--- src/rtl/fnd_scan_ctrl_if.sv ---
// Register-file write port of the 7-segment scan controller.
// The host drives one digit entry per strobe.
interface fnd_scan_ctrl_if #(
    parameter int unsigned AW = 3
) ();
    logic          wr_en;
    logic [AW-1:0] wr_addr;
    logic [3:0]    wr_data;
    logic          wr_blank;

    modport master (output wr_en, wr_addr, wr_data, wr_blank);
    modport slave  (input  wr_en, wr_addr, wr_data, wr_blank);
endinterface

--- src/rtl/fnd_scan_ctrl.sv ---
// Time-multiplexed scan controller for common-enable 7-segment digits
// sharing one decoder; blanks all digits for a guard interval at each switch.
module fnd_scan_ctrl #(
    parameter int unsigned NUM_DIGITS = 8,
    parameter int unsigned AW         = 3,
    parameter int unsigned SCAN_DIV   = 1000,
    parameter int unsigned GUARD_CYC  = 4
) (
    input  logic                  clk,
    input  logic                  rst,
    input  logic                  i_en,
    fnd_scan_ctrl_if.slave        i_wr,
    output logic [3:0]            o_fnd_din,
    output logic [NUM_DIGITS-1:0] o_digit_sel,
    output logic [AW-1:0]         o_cur_digit,
    output logic                  o_frame_done
);

    localparam int unsigned CW    = (SCAN_DIV > 1) ? $clog2(SCAN_DIV) : 1;
    localparam int unsigned DEPTH = 2 ** AW;

    localparam logic [CW-1:0]         GUARD_LAST = CW'(GUARD_CYC - 1);
    localparam logic [CW-1:0]         SLOT_LAST  = CW'(SCAN_DIV - 1);
    localparam logic [AW-1:0]         DIGIT_LAST = AW'(NUM_DIGITS - 1);
    localparam logic [NUM_DIGITS-1:0] SEL_OFF    = '1;
    localparam logic [NUM_DIGITS-1:0] SEL_ONE    = NUM_DIGITS'(1);

    typedef enum logic {
        S_GUARD = 1'b0,
        S_DRIVE = 1'b1
    } state_t;

    state_t                r_state,      w_state_nxt;
    logic [CW-1:0]         r_cnt,        w_cnt_nxt;
    logic [AW-1:0]         r_cur_digit,  w_cur_digit_nxt;
    logic [3:0]            r_fnd_din,    w_fnd_din_nxt;
    logic [NUM_DIGITS-1:0] r_digit_sel,  w_digit_sel_nxt;
    logic                  r_frame_done, w_frame_done_nxt;

    // Entry layout {blank, value}; sized to the full address space so any
    // cur_digit indexes a real entry, writes beyond NUM_DIGITS are dropped.
    logic [4:0] r_rf [DEPTH];
    logic [4:0] w_entry;
    logic       w_wr_ok;

    assign w_entry = r_rf[r_cur_digit];
    assign w_wr_ok = i_wr.wr_en && (32'(i_wr.wr_addr) < NUM_DIGITS);

    always_ff @(posedge clk) begin
        if (rst) begin
            for (int i = 0; i < int'(DEPTH); i++) begin
                r_rf[i] <= 5'b1_0000;
            end
        end else if (w_wr_ok) begin
            r_rf[i_wr.wr_addr] <= {i_wr.wr_blank, i_wr.wr_data};
        end
    end

    always_ff @(posedge clk) begin
        if (rst) begin
            r_state      <= S_GUARD;
            r_cnt        <= '0;
            r_cur_digit  <= '0;
            r_fnd_din    <= '0;
            r_digit_sel  <= SEL_OFF;
            r_frame_done <= 1'b0;
        end else begin
            r_state      <= w_state_nxt;
            r_cnt        <= w_cnt_nxt;
            r_cur_digit  <= w_cur_digit_nxt;
            r_fnd_din    <= w_fnd_din_nxt;
            r_digit_sel  <= w_digit_sel_nxt;
            r_frame_done <= w_frame_done_nxt;
        end
    end

    // Slot sequencing: the entry is sampled only on the guard-to-drive edge.
    always_comb begin
        w_state_nxt      = r_state;
        w_cnt_nxt        = r_cnt;
        w_cur_digit_nxt  = r_cur_digit;
        w_fnd_din_nxt    = r_fnd_din;
        w_digit_sel_nxt  = r_digit_sel;
        w_frame_done_nxt = 1'b0;

        if (!i_en) begin
            w_state_nxt     = S_GUARD;
            w_cnt_nxt       = '0;
            w_digit_sel_nxt = SEL_OFF;
        end else begin
            w_cnt_nxt = r_cnt + CW'(1);
            case (r_state)
                S_GUARD: begin
                    w_digit_sel_nxt = SEL_OFF;
                    if (r_cnt == GUARD_LAST) begin
                        w_state_nxt     = S_DRIVE;
                        w_fnd_din_nxt   = w_entry[3:0];
                        w_digit_sel_nxt = w_entry[4] ? SEL_OFF : ~(SEL_ONE << r_cur_digit);
                    end
                end
                S_DRIVE: begin
                    if (r_cnt == SLOT_LAST) begin
                        w_state_nxt      = S_GUARD;
                        w_cnt_nxt        = '0;
                        w_digit_sel_nxt  = SEL_OFF;
                        w_cur_digit_nxt  = (r_cur_digit == DIGIT_LAST) ? '0 : r_cur_digit + AW'(1);
                        w_frame_done_nxt = (r_cur_digit == DIGIT_LAST);
                    end
                end
            endcase
        end
    end

    assign o_fnd_din    = r_fnd_din;
    assign o_digit_sel  = r_digit_sel;
    assign o_cur_digit  = r_cur_digit;
    assign o_frame_done = r_frame_done;

endmodule

--- src/flat_wrapper.sv ---
// flat-port wrapper written by rule: the top's interface ports become plain ports
module fnd_scan_ctrl_flat 
#(
    parameter int unsigned NUM_DIGITS = 8,
    parameter int unsigned AW         = 3,
    parameter int unsigned SCAN_DIV   = 1000,
    parameter int unsigned GUARD_CYC  = 4
)
  (clk, rst, i_en, o_fnd_din, o_digit_sel, o_cur_digit, o_frame_done, i_wr_wr_en, i_wr_wr_addr, i_wr_wr_data, i_wr_wr_blank);
  fnd_scan_ctrl_if #(.AW(AW)) i_wr_i ();
  input  logic clk;
  input  logic rst;
  input  logic i_en;
  output logic [3:0] o_fnd_din;
  output logic [NUM_DIGITS-1:0] o_digit_sel;
  output logic [AW-1:0] o_cur_digit;
  output logic o_frame_done;
  input wire logic [$bits(i_wr_i.wr_en)-1:0] i_wr_wr_en;
  input wire logic [$bits(i_wr_i.wr_addr)-1:0] i_wr_wr_addr;
  input wire logic [$bits(i_wr_i.wr_data)-1:0] i_wr_wr_data;
  input wire logic [$bits(i_wr_i.wr_blank)-1:0] i_wr_wr_blank;
  assign i_wr_i.wr_en = i_wr_wr_en;
  assign i_wr_i.wr_addr = i_wr_wr_addr;
  assign i_wr_i.wr_data = i_wr_wr_data;
  assign i_wr_i.wr_blank = i_wr_wr_blank;
  fnd_scan_ctrl #(.NUM_DIGITS(NUM_DIGITS), .AW(AW), .SCAN_DIV(SCAN_DIV), .GUARD_CYC(GUARD_CYC)) u_core (.clk(clk), .rst(rst), .i_en(i_en), .i_wr(i_wr_i), .o_fnd_din(o_fnd_din), .o_digit_sel(o_digit_sel), .o_cur_digit(o_cur_digit), .o_frame_done(o_frame_done));
endmodule
--- config.mk ---
export PLATFORM = sky130hd
export DESIGN_NAME = fnd_scan_ctrl_flat
export DESIGN_NICKNAME = d
export VERILOG_FILES = /design/src/rtl/fnd_scan_ctrl_if.sv /design/src/rtl/fnd_scan_ctrl.sv /design/src/flat_wrapper.sv
export SDC_FILE = /design/constraint.sdc
export NUM_CORES = 1
export LEC_CHECK = 0
export ABC_AREA = 0
export CAP_MARGIN = 20
export CORE_MARGIN = 2
export CORE_UTILIZATION = 54
export DETAILED_ROUTE_END_ITERATION = 6
export GPL_TIMING_DRIVEN = 0
export PLACE_DENSITY = 0.85
export SYNTH_ARGS = -nofsm -noshare
export SYNTH_HDL_FRONTEND = slang
export SYNTH_SLANG_ARGS = --single-unit
--- constraint.sdc ---
create_clock -name clk -period 2.4 [get_ports clk]
set_clock_uncertainty 0.2 [all_clocks]
set_input_delay 0.6 -clock clk [delete_from_list [all_inputs] [get_ports clk]]
set_output_delay 0.6 -clock clk [all_outputs]
set_load 0.02 [all_outputs]
# == Word level (Yosys, flattened, before mapping) ==
# Memory sizes are Yosys's and may differ from the RTL's. A register that Yosys moved wholly into a read port is not among the register bits.
# Cells that the tools add are included.
# op_classes
n_addsub,2
n_eq_ne,4
shifts,1
muxes,20
n_bitwise,4
reduce_logical,5
# ops
op,n
$mux W8,3
$mux W10,2
$pmux W8 S2,1
$mux W3,4
$add A10 B1 Y10 const B,1
$eq A10 B10 Y1 const B,1
$eq A10 B2 Y1 const B,1
$mux W1,8
$not A8 Y8,1
$shl A1 B3 Y8 const A,1
$reduce_and A3 Y1,2
$mux W5,1
$reduce_or A5 Y1,1
$reduce_or A4 Y1,1
$add A3 B1 Y3 const B,1
$eq A3 B3 Y1 const B,1
$not A1 Y1,3
$ne A2 B2 Y1 const B,1
$pmux W1 S2,1
$reduce_or A2 Y1,1
# word_totals
register_bits,27
ram_bits,40
output_inout_bits,16
word_cells,43
mem_count,1
# memory_table
name,words,width,read_ports,rd_ports_with_merged_regs,wr,line_no,text
u_core.r_rf,8,5,1,1,8,fnd_scan_ctrl.sv:42,logic [4:0] r_rf [DEPTH];

# == Depth between registers and ports, before layout ==
# Gate-level depths: netlist of the first run.
# depth
word_depth,5
depth_mapped,6
mapped_depth_nobuf,5

# == Least setup slack after synthesis of the first run ==
# Ideal clock, no wire load.
# synth_path
path_type,input port to flip-flop
startpoint,input i_wr_wr_addr[0]
endpoint,memory u_core.r_rf[0][0] (enable)
setup_time_ns,0.301
t_arrival_ns,1.608
path_slack_ns,0.292
stages,4
n_path_buf,1
cell_sequence,or3b_1 clkbuf_1 nor3_1 or2_2
# synth_rtl
item,line_no,text
from (decl),flat_wrapper.sv:19,input wire logic [$bits(i_wr_i.wr_addr)-1:0] i_wr_wr_addr;
to (decl),fnd_scan_ctrl.sv:42,

==> qor.tcl, run 1 <==
set qor(number_of_enable_type_register_cells_in_the_synthesized_netlist) 40
set qor(slew_headroom_pct) 65.6
set qor(drv_slew) 0
set qor(min_delay_path_depth) 1
set qor(first_global_vias) 1986
set qor(routed_via_density) 5.47
set qor(drcViolationCount) 0
set qor(synth_nets) 278
set qor(worst_r2r_path_depth) 5
set qor(row_count) 27
set qor(synthToLayoutAreaGrowth_pct) 18.8
set qor(routed_wirelength_um) 5710
set qor(avgSynthCellArea_um2) 12.2
set qor(grt_start_max_net_pins) 15
set qor(vdd_drop_max_v) 0.000400
set qor(drv.max_cap_violation_count) 0
set qor(synth-seq-cells) 70
set qor(placedCellCount) 358
set qor(final_period_minus_worst_setup_slack_ns) 2.31
set qor(cts.clk_slew.worst_paths_ns) 0.08
set qor(setup.worst_path.start_class) {input pin}
set qor(timing.final.ws_setup_ns) 0.0887
set qor(grt_overflow) 0
set qor(final_common_cell) {edfxtp_1}
set qor(slowest_library_cell_on_the_worst_path) {or3b_1}
set qor(setup_viol) 0
set qor(ys_async_sr_fraction_pct) 0
set qor(final_weighted_congestion_in_routability_driven_placement) 0.839
set qor(fmax_ghz) 0.433
set qor(fin_cells) 374
set qor(synth_top_cells_by_area) {edfxtp_1 38%, dfxtp_1 19%, and2_1 6.3%, mux4_2 5.7%, nor2_1 3.8%}
set qor(ant_nets) 0
set qor(timing.critical_path.fanout_max) 7
set qor(hold_violation_count_in_the_final_report) 0
set qor(num_vias) 2047
set qor(finish.utilization_pct) 67.5
set qor(initial_drt_pass_iterations) 4
set qor(core_region_area_um2) 5570
set qor(power_per_cell_area_nw_per_um2) 641
set qor(tightest_slew_ns) 0.515
set qor(finalCritPeriodShare_pct) 96.3
set qor(design.portCount) 28
set qor(clk_path_buf_depth) 2
set qor(hold_start) {u_core.r_cnt[0]}
set qor(routed_wire_length_per_instance_um) 15.3
set qor(status) {complete, no violations}
set qor(die-width_um) 80.6
set qor(path_class) {in2reg}
set qor(critPathMaxStageDelay_ns) 0.56
set qor(layout.nets) 316
set qor(reg2reg_from) {u_core.r_cnt[0]}
set qor(buffer_type_at_the_clock_tree_root) {clkbuf_8}
set qor(dpl.hpwl_um) 4080
set qor(cts-htree-levels) 3
set qor(post-place-ws_ns) -0.539
set qor(drt_iter0_drc) 116
set qor(floorplan.initialDensity_pct) 56.8
set qor(synth_top_area_share_pct) 38.0
set qor(drive_gt1_share_pct) 15.9
set qor(hold_class) {reg2reg}
set qor(placement.io_buffers) 27
set qor(number_of_unique_standard_cell_types_used_by_synthesis) 41
set qor(critical_path.top_delay_family) {simple AND/OR/NAND/NOR gates}
set qor(clock_insertion_delay_worst_skew_ns) 0.34
set qor(tns_ns) 0
set qor(tritoncts.num_buffers) 9
set qor(ys_dominant_reg_cell) {edfxtp_1}
set qor(dpl_cell_area_um2) 3520
set qor(post-synth-top-area-cell) {edfxtp_1}
set qor(groute.usage.overall_pct) 20.1
set qor(min_to) {u_core.r_cnt[0]}
set qor(power_leakage_uw) 0.00129
set qor(worst-path-buf-inv) 1
set qor(synth_area_um2) 3160
set qor(critical_path.cell_chain) {clkdlybuf4s50_1 -> or3b_1 -> nor3_4 -> or2_4}
set qor(clock_sink_count) 70
set qor(worst_ep_arrival_time_ns) 2.17
set qor(synthCells) 259
set qor(terminus_of_the_critical_flop_to_flop_path) {u_core.o_cur_digit[1]}
set qor(grt_pass1_wl_um) 9490
set qor(critPathCaptureType) {flip-flop}
set qor(ys_warn_count) 0
set qor(number_of_antenna_violations_at_the_first_check_in_global_routing) 0
set qor(final_cell_area_um2) 3760
set qor(cts_tree) {yes}
set qor(rsz0062_at_grt) {false}
set qor(synth.yosys.seq_area_share_pct) 56.9
set qor(ant_diodes) 0
set qor(most-common-layout-cells) {40 x edfxtp_1, 32 x and2_1, 30 x dfxtp_1}
set qor(die_h_um) 80.6
set qor(regToRegSetupSlack_ns) 0.24
set qor(critPathRequiredTime_ns) 2.26
set qor(fp.dieArea_um2) 6490
==> synthesized netlist by cell type, drive strengths merged (3+ instances only) <==
| cell type | number |
|---|---|
| mux2i | 10 |
| and2 | 32 |
| xor2 | 5 |
| nand3 | 4 |
| a211oi | 4 |
| nor2b | 6 |
| or3b | 3 |
| xnor2 | 3 |
| a21oi | 4 |
| clkbuf | 5 |
| dfxtp | 30 |
| mux4 | 8 |
| or3 | 6 |
| edfxtp | 40 |
| nor3 | 3 |
| buf | 5 |
| and4 | 4 |
| nand2b | 6 |
| or2 | 8 |
| o22a | 3 |
| a31oi | 3 |
| ha | 7 |
| nand2 | 8 |
| nor2 | 32 |
| inv | 5 |
==> where the power goes <==
| group | total, uW | switching, uW | leakage [uW] | internal [uW] |
|---|---|---|---|---|
| Sequential | 1320 | 14.6 | 0.000629 | 1310 |
| Clock | 974 | 482 | 0.0000968 | 492 |
| Combinational | 112 | 61.2 | 0.000560 | 50.4 |
==> worst max path at each step <==
stage | slack (ns) | end | from | cells past startpoint
after floorplan | 0.29 | u_core.r_rf[0][0] | i_wr_wr_addr[0] | 4
after global placement | -0.51 | u_core.r_rf[0][4] | rst | 5
after detailed placement | -0.54 | u_core.r_rf[0][4] | rst | 5
after CTS | 0.03 | u_core.r_rf[0][3] | rst | 4
after global routing | 0.01 | u_core.r_rf[0][4] | rst | 4
final | 0.09 | u_core.r_rf[0][3] | rst | 4
==> through the flow <==
stage          total power (uW)  hold WS [ns]
2_1_floorplan              1410         0.226
3_3_place_gp               1450         0.239
3_5_place_dp               1460         0.254
4_1_cts                    2420         0.273
5_1_grt                    2480         0.321
6_report                   2410         0.269
==> worst register-to-register path, stage by stage, from the launching register on <==
cell and delay (ns):
dfxtp_1 0.38, ha_1 0.24, or3b_4 0.45, nor4_4 0.42, mux2i_1 0.30, nor2_1 0.06
==> layout make-up <==
type / instances / area (um^2)
Fill cell: 422 / 1810
Sequential cell: 70 / 1800
Multi-Input combinational cell: 174 / 1320
Timing Repair Buffer: 28 / 278
Clock buffer: 9 / 124
Tap cell: 72 / 90.1
Clock inverter: 7 / 80.1
Buffer: 9 / 50.0
Inverter: 5 / 18.8
==> per-layer routing <==
| layer | share of wire, % | up-vias | GRT usage (%) |
|---|---|---|---|
| met3 | 4.8 | 13 | 5.39 |
| met4 | 2.6 | 0 | 9.32 |
| met1 | 42 | 968 | 24.4 |
| met5 | 0 | - | 0 |
| met2 | 50 | 61 | 33.4 |
| li1 | - | 1005 | - |
==> registers in the layout, indices dropped and copies added (netlist names), named ones only <==
signal,flops
u_core.r_rf,40
u_core.r_cnt,10
u_core.o_digit_sel,8
u_core.o_fnd_din,4
u_core.o_cur_digit,3
u_core.o_frame_done,1
u_core.r_state,1
==> what timing repair did <==
item / CTS / global route
setup buffers: 0 / 1
cloned: 0 / 0
endpoints found under the hold margin: 0 / 0
endpoints found under the setup margin: 10 / 20
resized for setup: 2 / 7
hold buffers: 0 / 0
pin swaps: 0 / 1
==> logic make-up (layout without fill, tap and decap cells) <==
family          Yosys count  count (layout)  share of synthesized area (%)
fa+ha+maj                 7               7                           2.77
xor+xnor                  8               8                           2.21
compound gates           20              20                           5.06
buf+inv                  15              58                           2.25
simple gates            120             120                           21.6
mux                      19              19                           9.21
flops                    70              70                           56.9
No activity file was read; power rests on OpenSTA's default activity.
==> inputs of run 2 (changes only) <==
--- a/config.mk
+++ b/config.mk
@@ -6,12 +6,11 @@
 export NUM_CORES = 1
 export LEC_CHECK = 0
 export ABC_AREA = 0
-export CAP_MARGIN = 20
 export CORE_MARGIN = 2
-export CORE_UTILIZATION = 54
+export CORE_UTILIZATION = 30
 export DETAILED_ROUTE_END_ITERATION = 6
 export GPL_TIMING_DRIVEN = 0
-export PLACE_DENSITY = 0.85
+export PLACE_DENSITY = 0.57
 export SYNTH_ARGS = -nofsm -noshare
 export SYNTH_HDL_FRONTEND = slang
 export SYNTH_SLANG_ARGS = --single-unit
==> run 2 against run 1 <==
  * Flip-flop and latch count stayed put
  * Critical path depth stayed put
  * Via count is 0.54% lower
  * Wire length is 10% higher
  * Critical path type unchanged
  * Design area is 3.2% higher
  * Fmax is 1.1% higher
  * Combinational power is 4% higher
  * Global-route usage is 8.2 points lower
  * Utilization is 30 points lower
  * Clock-buffer cell count stayed put
  * Worst hold slack better by 0.0041 ns
==> qor.tcl, run 2 (same netlist as run 1, synthesis figures left out) <==
set qor(power_leakage_uw) 0.00131
set qor(critPathRequiredTime_ns) 2.26
set qor(clk_path_buf_depth) 2
set qor(die-width_um) 107
set qor(drt_iter0_drc) 62
set qor(number_of_antenna_violations_at_the_first_check_in_global_routing) 0
set qor(final_weighted_congestion_in_routability_driven_placement) 0.758
set qor(slowest_library_cell_on_the_worst_path) {clkdlybuf4s50_1}
set qor(tightest_slew_ns) 0.590
set qor(critical_path.top_delay_family) {buffers and inverters}
set qor(drcViolationCount) 0
set qor(rsz0062_at_grt) {false}
set qor(finish.utilization_pct) 37.7
set qor(cts.clk_slew.worst_paths_ns) 0.08
set qor(path_depth) 4
set qor(min_delay_path_depth) 1
set qor(report.power.total_uw) 2540
set qor(setup.worst_path.start_class) {input pin}
set qor(grt_start_max_net_pins) 15
set qor(cts-htree-levels) 3
set qor(biggest_register) {u_core.r_rf}
set qor(groute.usage.overall_pct) 11.9
set qor(drv.max_cap_violation_count) 0
set qor(max_ffs_per_register) 40
set qor(clock_insertion_delay_worst_skew_ns) 0.35
set qor(fmax_ghz) 0.438
set qor(fp.dieArea_um2) 11400
set qor(buffer_type_at_the_clock_tree_root) {clkbuf_8}
set qor(critPathMaxStageDelay_ns) 0.60
set qor(placement.io_buffers) 27
set qor(core_region_area_um2) 10300
set qor(reg2reg_from) {u_core.r_cnt[0]}
set qor(min_to) {u_core.r_cnt[0]}
set qor(initial_drt_pass_iterations) 4
set qor(status) {complete, no violations}
set qor(cts_tree) {yes}
set qor(routed_wire_length_per_instance_um) 14.4
set qor(floorplan.initialDensity_pct) 30.8
set qor(clock_sink_count) 70
set qor(fillCellCount) 1016
set qor(regToRegSetupSlack_ns) 0.28
set qor(worst_ep_arrival_time_ns) 2.14
set qor(tritoncts.num_buffers) 9
set qor(final_period_minus_worst_setup_slack_ns) 2.29
set qor(num_vias) 2036
set qor(final_cell_area_um2) 3880
set qor(drv_slew) 0
set qor(power_per_cell_area_nw_per_um2) 655
set qor(worst-path-buf-inv) 3
set qor(fin_hold_ws_ns) 0.273
set qor(finalCritPeriodShare_pct) 95.2
set qor(worst_r2r_path_depth) 5
set qor(first_global_vias) 2000
set qor(hold_class) {reg2reg}
set qor(dpl.hpwl_um) 4600
set qor(synthToLayoutAreaGrowth_pct) 22.6
set qor(path_class) {in2reg}
set qor(most-common-layout-cells) {40 x edfxtp_1, 32 x and2_1, 30 x dfxtp_1}
set qor(drive_gt1_share_pct) 16.8
set qor(row_count) 37
set qor(layout.nets) 317
set qor(grt_pass1_wl_um) 10300
set qor(critPathCaptureType) {flip-flop}
set qor(routed_wirelength_um) 6310
set qor(critical_path.cell_chain) {clkdlybuf4s50_1 -> clkbuf_1 -> clkbuf_2 -> or2_2}
set qor(timing.critical_path.fanout_max) 10
set qor(ant_nets) 0
set qor(dpl_cell_area_um2) 3600
set qor(setup_viol) 0
set qor(routed_via_density) 4.64
set qor(design.portCount) 28
set qor(grt_overflow) 0
set qor(terminus_of_the_critical_flop_to_flop_path) {u_core.o_cur_digit[2]}
set qor(die_h_um) 107
set qor(slew_headroom_pct) 60.6
set qor(hold_violation_count_in_the_final_report) 0
set qor(hold_start) {u_core.r_cnt[0]}
set qor(ant_diodes) 0
set qor(vdd_drop_max_v) 0.000239
set qor(final_common_cell) {edfxtp_1}
==> run 2: worst max-delay path by stage <==
stage	startpoint	endpoint	slack, ns
5_1_grt	rst	u_core.r_rf[1][4]	0.02
3_5_place_dp	rst	u_core.r_rf[0][4]	-0.65
4_1_cts	rst	u_core.r_rf[4][3]	-0.07
6_report	rst	u_core.r_rf[0][3]	0.11
2_1_floorplan	i_wr_wr_addr[0]	u_core.r_rf[0][0]	0.29
3_3_place_gp	rst	u_core.r_rf[0][4]	-0.65
==> run 2: repair_timing <==
item,in CTS,in global routing
hold buffers,0,0
resized for setup,3,7
pin swaps,0,1
setup buffers,0,2
endpoints found under the setup margin,25,25
==> run 2: area by class of cell <==
| class | instances | area (um^2) | area share, % |
|---|---|---|---|
| clock buffer | 9 | 124 | 3.19 |
| multi-input combinational | 174 | 1330 | 34.2 |
| sequential | 70 | 1800 | 46.5 |
| buffer | 9 | 50.0 | 1.29 |
| tap | 136 | 170 | 4.39 |
| clock inverter | 7 | 103 | 2.65 |
| timing repair buffer | 29 | 285 | 7.35 |
| inverter | 5 | 18.8 | 0.484 |
==> run 2: metrics by stage <==
stage	setup TNS, ns	cells	setup slack [ns]
floorplan	0	259	0.292
finish	0	439	0.115
global placement	-19.14	422	-0.648
detailed placement	-22.07	422	-0.650
global route	0	439	0.0169
CTS	-0.709	438	-0.0735
==> run 2: worst reg2reg max path, cell delays in order, from the launching register on <==
cell     delay [ns]
dfxtp_1        0.37
ha_1           0.24
or3b_4         0.45
nor4_4         0.41
mux2i_1        0.25
nor2b_1        0.14
==> run 2: power breakdown <==
group | internal (uW) | switching [uW] | total [uW]
sequential | 1310 | 14.5 | 1320
combinational | 51.0 | 65.5 | 116
clock | 600 | 498 | 1100
==> run 2: metal layers <==
layer  part of all wire [%]  track usage [%]  up-vias
met2                     45             18.2       50
met5                      0                0        -
met1                     48             15.4      968
met3                    3.6             2.80       14
met4                    3.5             7.14        0
li1                       -                -     1004
==> inputs of run 3 (changes only) <==
--- a/config.mk
+++ b/config.mk
@@ -9,7 +9,7 @@
 export CORE_MARGIN = 2
 export CORE_UTILIZATION = 30
 export DETAILED_ROUTE_END_ITERATION = 6
-export GPL_TIMING_DRIVEN = 0
+export GPL_TIMING_DRIVEN = 1
 export PLACE_DENSITY = 0.57
 export SYNTH_ARGS = -nofsm -noshare
 export SYNTH_HDL_FRONTEND = slang
==> run 3 against run 2 <==
  * Die area unchanged
  * Sequential power about the same
  * Clock-buffer cell count up 1
  * Utilization down 0.073 points
  * Design area down 0.19%
  * Flip-flop and latch count unchanged
  * Critical path depth down 3
  * Wire length down 4.2%
  * Combinational power about the same
  * Critical path type is now reg2out
  * Largest cell class unchanged
==> qor.tcl, run 3 (same netlist as run 1, synthesis figures left out) <==
set qor(status) {complete, no violations}
set qor(grt_start_max_net_pins) 21
set qor(most-common-layout-cells) {40 x edfxtp_1, 32 x nor2_1, 32 x and2_1}
set qor(tns_ns) 0
set qor(power_leakage_uw) 0.00132
set qor(biggest_register) {u_core.r_rf}
set qor(tritoncts.num_buffers) 9
set qor(fp.dieArea_um2) 11400
set qor(post-cts-setup-buffers) 0
set qor(placement.io_buffers) 27
set qor(cts-htree-levels) 3
set qor(tightest_slew_ns) 0.502
set qor(fmax_ghz) 0.448
set qor(fillCellCount) 1036
set qor(floorplan.initialDensity_pct) 30.8
set qor(die-width_um) 107
set qor(setup_viol) 0
set qor(clock_sink_count) 70
set qor(clk_path_buf_depth) 2
set qor(finalCritPeriodShare_pct) 93.0
set qor(critPathMaxStageDelay_ns) 0.65
set qor(synthToLayoutAreaGrowth_pct) 22.3
set qor(buffer_type_at_the_clock_tree_root) {clkbuf_8}
set qor(slew_headroom_pct) 66.5
set qor(layout.nets) 319
set qor(worst-path-buf-inv) 1
set qor(critPathRequiredTime_ns) 1.60
set qor(critPathCaptureType) {output port}
set qor(groute.usage.overall_pct) 11.8
set qor(hold_class) {reg2reg}
set qor(row_count) 37
set qor(cts_tree) {yes}
set qor(grt_overflow) 0
set qor(worst_ep_arrival_time_ns) 1.43
set qor(drcViolationCount) 0
set qor(final_cell_area_um2) 3870
set qor(initial_drt_pass_iterations) 4
set qor(final_period_minus_worst_setup_slack_ns) 2.23
set qor(slowest_library_cell_on_the_worst_path) {clkdlybuf4s50_1}
set qor(routed_via_density) 4.57
set qor(critical_path.top_delay_family) {buffers and inverters}
set qor(drv.max_cap_violation_count) 0
set qor(core_region_area_um2) 10300
set qor(number_of_antenna_violations_at_the_first_check_in_global_routing) 0
set qor(final_common_cell) {edfxtp_1}
set qor(rsz0062_at_grt) {false}
set qor(cts_hold_buffers) 0
set qor(final_weighted_congestion_in_routability_driven_placement) 0.762
set qor(vdd_drop_max_v) 0.000277
set qor(ant_diodes) 0
set qor(setup.worst_path.start_class) {flip-flop}
set qor(dpl.hpwl_um) 4440
set qor(num_vias) 2017
set qor(ant_nets) 0
set qor(die_h_um) 107
set qor(postCtsResizedCells) 0
set qor(drive_gt1_share_pct) 15.7
set qor(cts.clk_slew.worst_paths_ns) 0.07
set qor(dpl_cell_area_um2) 3650
set qor(first_global_vias) 2011
set qor(critical_path.cell_chain) {clkdlybuf4s50_1}
set qor(placedCellCount) 425
set qor(timing.critical_path.fanout_max) 6
set qor(power_per_cell_area_nw_per_um2) 643
set qor(design.portCount) 28
set qor(path_class) {reg2out}
set qor(max_ffs_per_register) 40
set qor(clock_insertion_delay_worst_skew_ns) 0.35
set qor(routed_wire_length_per_instance_um) 13.7
set qor(fin_cells) 441
set qor(drv_slew) 0
set qor(grt_pass1_wl_um) 10100
set qor(drt_iter0_drc) 59
set qor(hold_violation_count_in_the_final_report) 0
set qor(routed_wirelength_um) 6040
[run 3: final timing paths]
path,start,endpoint,slack (ns),cells past startpoint
setup / recovery,u_core.o_cur_digit[0],o_cur_digit[0],0.17,1
hold reg to reg,u_core.r_cnt[0],u_core.r_cnt[0],0.27,1
hold / removal,u_core.r_cnt[0],u_core.r_cnt[0],0.27,1
setup reg to reg,u_core.r_cnt[0],u_core.r_cnt[7],0.25,5
[run 3: power by group]
| group | internal [uW] | total (uW) | switching [uW] |
|---|---|---|---|
| Combinational | 52.1 | 113 | 60.5 |
| Sequential | 1310 | 1330 | 15.8 |
| Clock | 594 | 1050 | 456 |
| Total | 1960 | 2490 | 533 |
[run 3: worst reg2reg max path, stage by stage (launching register included)]
cell and delay [ns]:
dfxtp_1 0.37, ha_1 0.23, or3b_4 0.45, nor3_1 0.32, a21o_1 0.38, nor2_1 0.09
[run 3: cell type report]
| class | count | area (um^2) | share of cell area (%) |
|---|---|---|---|
| Clock buffer | 10 | 128 | 3.30 |
| Clock inverter | 6 | 93.8 | 2.42 |
| Inverter | 5 | 18.8 | 0.485 |
| Multi-Input combinational cell | 174 | 1290 | 33.4 |
| Sequential cell | 70 | 1800 | 46.5 |
| Tap cell | 136 | 170 | 4.40 |
| Timing Repair Buffer | 40 | 368 | 9.50 |
[run 3: routing by layer]
| metal | routed length (um) | track usage, % |
|---|---|---|
| met3 | 207 | 3.10 |
| met4 | 135 | 5.47 |
| met5 | 0 | 0 |
| met1 | 2770 | 14.6 |
| met2 | 2920 | 19.2 |
[run 3: stage by stage]
| step | utilization [%] | power (uW) | setup slack (ns) | hold WS (ns) |
|---|---|---|---|---|
| CTS | 37.7 | 2510 | 0.161 | 0.268 |
| floorplan | - | 1410 | 0.292 | 0.226 |
| finish | 37.7 | 2490 | 0.168 | 0.266 |
| global placement | 35.5 | 1470 | -0.0731 | 0.244 |
| global route | 37.7 | 2570 | 0.0309 | 0.287 |
| detailed placement | 35.5 | 1470 | -0.101 | 0.251 |
